<file path="config.mk">
export PLATFORM = sky130hd
export DESIGN_NAME = sync_fifo_vr
export DESIGN_NICKNAME = d
export VERILOG_FILES = /design/src/rtl/sync_fifo_vr.sv
export SDC_FILE = /design/constraint.sdc
export NUM_CORES = 1
export LEC_CHECK = 0
export CAP_MARGIN = 5
export CORE_UTILIZATION = 56
export CTS_BUF_LIST = sky130_fd_sc_hd__clkbuf_4 sky130_fd_sc_hd__clkbuf_8 sky130_fd_sc_hd__clkbuf_16
export DETAILED_ROUTE_END_ITERATION = 8
export GPL_ROUTABILITY_DRIVEN = 0
export MAX_ROUTING_LAYER = met4
export PLACE_DENSITY = 0.78
export SETUP_SLACK_MARGIN = 0.15
export SKIP_CTS_REPAIR_TIMING = 1
export SLEW_MARGIN = 20
export SYNTH_ARGS = -nofsm -noshare
export SYNTH_HDL_FRONTEND = slang
export SYNTH_SLANG_ARGS = --single-unit
</file>
<file path="constraint.sdc">
create_clock -name clk -period 3.3 [get_ports clk]
set_input_delay 0.99 -clock clk [delete_from_list [all_inputs] [get_ports clk]]
set_output_delay 0.99 -clock clk [all_outputs]
set_load 0.01 [all_outputs]
</file>
<file path="src/rtl/sync_fifo_vr.sv">
// Single-clock FIFO with valid/ready on both sides, first-word-fall-through read,
// fill level, programmable almost-full/almost-empty flags and synchronous flush.
module sync_fifo_vr #(
  parameter  int DATA_W     = 8,
  parameter  int DEPTH      = 8,
  parameter  int AFULL_LVL  = DEPTH - 2,
  parameter  int AEMPTY_LVL = 1,
  localparam int LVL_W      = $clog2(DEPTH) + 1
) (
  input  logic              clk,
  input  logic              rst,
  input  logic              flush,
  input  logic              in_valid,
  input  logic [DATA_W-1:0] in_data,
  output logic              in_ready,
  output logic              out_valid,
  output logic [DATA_W-1:0] out_data,
  input  logic              out_ready,
  output logic [LVL_W-1:0]  level,
  output logic              almost_full,
  output logic              almost_empty,
  output logic              full,
  output logic              empty
);

  localparam int PTR_W = $clog2(DEPTH);

  if ((DEPTH < 2) || ((DEPTH & (DEPTH - 1)) != 0)) begin : g_bad_depth
    $error("sync_fifo_vr: DEPTH must be a power of two >= 2");
  end
  if ((AFULL_LVL < 1) || (AFULL_LVL > DEPTH)) begin : g_bad_afull
    $error("sync_fifo_vr: AFULL_LVL must lie in 1..DEPTH");
  end
  if ((AEMPTY_LVL < 0) || (AEMPTY_LVL > DEPTH - 1)) begin : g_bad_aempty
    $error("sync_fifo_vr: AEMPTY_LVL must lie in 0..DEPTH-1");
  end

  logic [DATA_W-1:0] r_mem [DEPTH];
  logic [PTR_W-1:0]  r_wr_ptr;
  logic [PTR_W-1:0]  r_rd_ptr;
  logic [LVL_W-1:0]  r_level;
  logic              w_push;
  logic              w_pop;

  // Every flag decodes the registered level, so in_ready never depends on out_ready.
  assign full         = (r_level == LVL_W'(DEPTH));
  assign empty        = (r_level == '0);
  assign almost_full  = (r_level >= LVL_W'(AFULL_LVL));
  assign almost_empty = (r_level <= LVL_W'(AEMPTY_LVL));
  assign in_ready     = !full;
  assign out_valid    = !empty;
  assign out_data     = r_mem[r_rd_ptr];
  assign level        = r_level;

  assign w_push = in_valid && in_ready && !flush && !rst;
  assign w_pop  = out_valid && out_ready && !flush && !rst;

  always_ff @(posedge clk) begin
    if (w_push) begin
      r_mem[r_wr_ptr] <= in_data;
    end
  end

  // DEPTH is a power of two, so pointers wrap by natural overflow.
  always_ff @(posedge clk) begin
    if (rst || flush) begin
      r_wr_ptr <= '0;
      r_rd_ptr <= '0;
      r_level  <= '0;
    end else begin
      if (w_push) begin
        r_wr_ptr <= r_wr_ptr + PTR_W'(1);
      end
      if (w_pop) begin
        r_rd_ptr <= r_rd_ptr + PTR_W'(1);
      end
      r_level <= r_level + LVL_W'(w_push) - LVL_W'(w_pop);
    end
  end

endmodule

</file>
==> out/metrics.yaml, run 1 <==
status: "completed"
synth.avg_cell_area_sq_um: 18.2
die_x_microns: 78.0
yosysTopAreaCellShare_pct: 59.4
cts_buffers: 9
grt_pass1_wl_microns: 9050
crit_path_end_kind: "primary output"
switching_share_pct: 20.8
synth_cell_types: 30
finalMaxSlewViolations: 0
pwr-share-comb_pct: 4.0
die_h_microns: 78.0
ios: 31
drc: 0
synthesis.instances: 178
numClockSinks: 77
p_sw_uw: 380
gr-usage-all-layers_pct: 21.4
pwr-share-clk_pct: 37.9
antenna_found_initial: 0
place_inst: 293
drt_iter0_drc: 100
firstDrtPassIters: 5
holdCritStartpoint: "r_rd_ptr[2]"
placed_cell_area_sq_mm: 0.00373
gr-total-overflow: 0
yosys_warnings: 0
r2r_start: "level[2]"
clkSlewWorstSetupHoldPaths_ns: 0.08
dieArea_sq_mm: 0.00609
core_area_sq_mm: 0.00554
path_max_fanout: 4
fin_nets: 255
yosysSeqAreaShare_pct: 67.4
yosys-top-cells-area: "edfxtp_1, mux4_1, dfxtp_1"
dp_slack_ns: 0.264
finalHoldWorstSlack_ns: 0.492
clock.fmax_mhz: 327
internal_power_uw: 1450
area_delta_synth_final_pct: 22.4
drv.max_cap_violation_count: 0
clock_skew_ns: 0.0124
min_period_over_period_pct: 92.8
cp.arrival_ns: 2.07
hold_viol_final: 0
grt_start_max_net_pins: 17
dpl.hpwl_microns: 4060
startpoint_type: "flip-flop"
row_count: 27
finalNonFillerCells: 309
synth_area_sq_mm: 0.00324
period_needed_ns: 3.06
vias_per_cell: 5.60
insertion_delay_ns: 0.35
seq_power_share_pct: 58.1
rsz0062_at_grt: "false"
tightest_slew_ns: 0.465
setup_ws_ns: 0.239
synth_nets: 201
min_path_type: "flip-flop to flip-flop"
diodes: 0
path_class: "flip-flop to primary output"
ys_async_sr_fraction_pct: 0
critPathRequiredTime_ns: 2.31
clock-root-buffer: "clkbuf_8"
htree_levels: 3
numPortBuffers: 30
synth-edff-count: 64
num_vias: 1731
leakagePower_uw: 0.00149
ant_nets: 0
synth-seq-cells: 77
wl_per_cell_microns: 18.4
grt_pass1_vias: 1787
synth_ff_type: "edfxtp_1"
power_density_mw_per_mm2: 461
final_cell_area_sq_mm: 0.00396
slew_headroom_pct: 69.0
peakVddDrop_v: 0.000322
initial_core_util_pct: 58.4
cts_max_path_buffers: 2
cts_tree: "yes"
total_power_uw: 1830
finalSetupViolations: 0
yosysTopAreaCell: "edfxtp_1"
drive_gt1_share_pct: 20.7
finalWirelength_microns: 5690
layout_commonest_cell: "edfxtp_1"
final_cell_mix: "edfxtp_1, clkdlybuf4s50_1, buf_4"
## flip-flops by register name (all words and copies together) (netlist names), named ones only
register	count
r_mem	64
level	4
r_rd_ptr	3
r_wr_ptr	3
## metrics by stage
| stage | util, % | TNS [ns] |
|---|---|---|
| after global placement | 67.3 | 0 |
| after floorplan | - | 0 |
| after detailed placement | 67.3 | 0 |
| after global routing | 71.5 | 0 |
| final | 71.5 | 0 |
| after CTS | 70.8 | -0.00602 |
## cell families (layout without fill, tap and decap cells)
group,after synthesis,after routing,synth area share [%]
compound gates,4,4,0.696
xor+xnor,2,2,0.541
fa+ha+maj,10,10,4.10
buf+inv,14,73,2.44
flops,77,77,67.4
mux,34,34,18.9
simple gates,37,37,5.92
## power by group through the flow
stage	sequential [uW]	clock, uW	combinational [uW]
2_1_floorplan	1080	0	27.5
3_3_place_gp	1080	0	69.7
3_5_place_dp	1080	0	73.6
4_1_cts	1060	709	74.2
5_1_grt	1060	746	79.4
6_report	1060	692	73.6
## layout make-up
class | count | area, sq um
multi-input cells | 87 | 980
inverters | 6 | 22.5
clock buffers | 9 | 124
fillers | 349 | 1580
clock inverters | 7 | 73.8
repair buffers | 51 | 488
well taps | 72 | 90.1
flip-flops and latches | 77 | 2180
## synth_stat cells, drive strengths merged, types with 2 or more instances
cell	count
edfxtp	64
mux4	16
dfxtp	13
nand2	12
mux2i	10
ha	9
mux2	8
inv	6
nor3	5
buf	4
clkbuf	4
nor2	4
a21oi	3
nand2b	3
nand3	3
or3	3
and2	2
nand4	2
or3b	2
## path summary, 6_finish.rpt
kind                 endpoint  slack [ns]  depth (start not counted)
setup / recovery  out_data[6]        0.24                          3
hold / removal    r_rd_ptr[2]        0.49                          2
setup reg to reg     level[3]        1.02                         10
hold reg to reg   r_rd_ptr[2]        0.49                          2
## per-layer routing
metal	up-vias	track usage (%)	share of wire, %
met1	862	25.1	41
li1	816	-	-
met4	0	10.4	2.0
met2	42	35.9	53
met3	11	4.19	3.6
met5	-	-	0
## critical path, cell delays in order (launching register included)
cell             delay (ns)
dfxtp_1                0.42
mux4_1                 0.56
mux2_2                 0.27
clkdlybuf4s50_1        0.47
Note: power is estimated with default switching activity, not from simulation.
==> run 2, diff against run 1 <==
Settings changed: CELL_PAD_IN_SITES_DETAIL_PLACEMENT set to 1, CELL_PAD_IN_SITES_GLOBAL_PLACEMENT set to 1, CORE_UTILIZATION 56 to 48, PLACE_DENSITY 0.78 to unset, PLACE_DENSITY_LB_ADDON set to 0.1.
==> run 2 against run 1 <==
Compared with the run above:
- the flow now finishes with violations (design-rule violations)
- global-route usage grew 0.39 points
- clock-buffer cell count increased by 5
- via count is 1.2% lower
- worst hold slack improved by 0.028 ns
- die area rose by 16%
- critical path depth grew 1
- sequential power barely moved
- non-clock buffer count decreased by 7
- clock power increased by 13%
- utilization down 9.8 points
- largest power group unchanged
==> out/metrics.yaml, run 2 (synthesized netlist as in run 1, its figures left out) <==
drive_gt1_share_pct: 20.0  # was 20.7%
finalMaxSlewViolations: 0  # unchanged
vias_per_cell: 5.57  # was 5.60
status: "finished with violations"  # was completed
slowest_delay_ns: 0.54  # was 0.56 ns
pwr-share-comb_pct: 3.9  # was 4.0%
crit_chain: "buf_12, mux4_1, mux2_2, clkdlybuf4s50_1"  # was mux4_1, mux2_2, clkdlybuf4s50_1
grt_pass1_vias: 1873  # was 1787
row_count: 29  # was 27
tns_ns: 0  # unchanged
multi_input_area_sq_um: 978  # was 980 sq um
final_cell_mix: "edfxtp_1, clkdlybuf4s50_1, mux4_1"  # was edfxtp_1, clkdlybuf4s50_1, buf_4
peakVddDrop_v: 0.000250  # was 0.000322 V
layout_commonest_cell: "edfxtp_1"  # unchanged
power_density_mw_per_mm2: 483  # was 461 mW/mm^2
finalWirelength_microns: 6840  # was 5690 microns
numPortBuffers: 30  # unchanged
seq_power_share_pct: 55.4  # was 58.1%
slew_headroom_pct: 71.0  # was 69.0%
cts_tree: "yes"  # unchanged
grt_start_max_net_pins: 17  # unchanged
cts_max_path_buffers: 2  # unchanged
internal_power_uw: 1550  # was 1450 uW
die_x_microns: 84.1  # was 78.0 microns
drc: 2  # was 0
core_area_sq_mm: 0.00642  # was 0.00554 sq mm
finalNonFillerCells: 307  # was 309
area_delta_synth_final_pct: 22.5  # was 22.4%
num_vias: 1710  # was 1731
firstDrtPassIters: 6  # was 5
insertion_delay_ns: 0.34  # was 0.35 ns
final-seq-area_sq_mm: 0.00219  # was 0.00218 sq mm
critPathRequiredTime_ns: 2.31  # about the same
final_core_util_pct: 61.7  # was 71.5%
finalHoldWorstSlack_ns: 0.520  # was 0.492 ns
fin_nets: 248  # was 255
numClockSinks: 77  # unchanged
ant_nets: 0  # unchanged
die_h_microns: 84.1  # was 78.0 microns
path_class: "flip-flop to primary output"  # unchanged
clock_skew_ns: 0.00697  # was 0.0124 ns
r2r_start: "level[3]"  # was level[2]
initial_core_util_pct: 50.4  # was 58.4%
crit_path_end_kind: "primary output"  # unchanged
tightest_slew_ns: 0.434  # was 0.465 ns
finalSetupViolations: 0  # unchanged
fill_cells: 559  # was 349
diodes: 0  # unchanged
largest_reg_flops: 64  # unchanged
drt_iter0_drc: 82  # was 100
violations: "design-rule violations"
clkSlewWorstSetupHoldPaths_ns: 0.08  # about the same
clock.fmax_mhz: 316  # was 327 MHz
clock-root-buffer: "clkbuf_8"  # unchanged
regMostFlops: "r_mem"  # unchanged
holdCritStartpoint: "r_rd_ptr[2]"  # unchanged
grt_pass1_wl_microns: 10400  # was 9050 microns
startpoint_type: "flip-flop"  # unchanged
dieArea_sq_mm: 0.00707  # was 0.00609 sq mm
hold_viol_final: 0  # unchanged
cp.arrival_ns: 2.17  # was 2.07 ns
min_period_over_period_pct: 95.9  # was 92.8%
wl_per_cell_microns: 22.3  # was 18.4 microns
min_path_type: "flip-flop to flip-flop"  # unchanged
gr-total-overflow: 0  # unchanged
gr-usage-all-layers_pct: 21.8  # was 21.4%
switching_share_pct: 19.1  # was 20.8%
leakagePower_uw: 0.00146  # was 0.00149 uW
htree_levels: 3  # unchanged
drv.max_cap_violation_count: 0  # unchanged
rsz0062_at_grt: "true"  # was false
place_inst: 290  # was 293
antenna_found_initial: 0  # unchanged
ios: 31  # unchanged
cp_slowest_cell: "mux4_1"  # unchanged
period_needed_ns: 3.16  # was 3.06 ns
p_sw_uw: 366  # was 380 uW
dpl.hpwl_microns: 4260  # was 4060 microns
pwr-share-clk_pct: 40.7  # was 37.9%
path_max_fanout: 8  # was 4
cts_buffers: 9  # unchanged
## run 2: metal layers
metal  vias up  GRT usage (%)  wire, microns
met3        11           5.44            232
met1       860           24.4           2770
li1        797              -              -
met5         -              -              0
met4         0           9.40            141
met2        42           37.3           3700
## run 2: layout make-up
type	instances	share of cell area, %
clock inverters	2	0.915
repair buffers	44	11.4
flip-flops and latches	77	55.2
inverters	6	0.568
clock buffers	14	4.83
multi-input cells	87	24.7
well taps	77	2.43
## run 2: stage by stage
step                      total power [uW]  cell area (sq um)  setup WS, ns
after floorplan                       1110               3240         0.620
after global placement                1150               3670         0.366
after detailed placement              1160               3670         0.162
after CTS                             1940               3900       -0.0515
after global routing                  1980               3970        0.0802
final                                 1910               3970         0.136
## run 2: power by group through the flow
stage          clock (uW)  sequential, uW  combinational [uW]
4_1_cts               804            1060                76.2
5_1_grt               839            1060                81.5
3_3_place_gp            0            1080                69.9
3_5_place_dp            0            1080                75.3
2_1_floorplan           0            1080                27.5
6_report              779            1060                75.3
## run 2: worst paths after layout
| path | depth (start not counted) | end | slack, ns |
|---|---|---|---|
| setup / recovery | 4 | out_data[1] | 0.14 |
| hold / removal | 2 | flip-flop | 0.52 |
| setup reg to reg | 8 | level[1] | 1.01 |
| hold reg to reg | 2 | flip-flop | 0.52 |
## run 2: worst max-delay path: cells and delay by family (launching register included)
kind	cells	cell delay [ns]
flops	1	0.38
buf+inv	2	0.62
mux	2	0.83
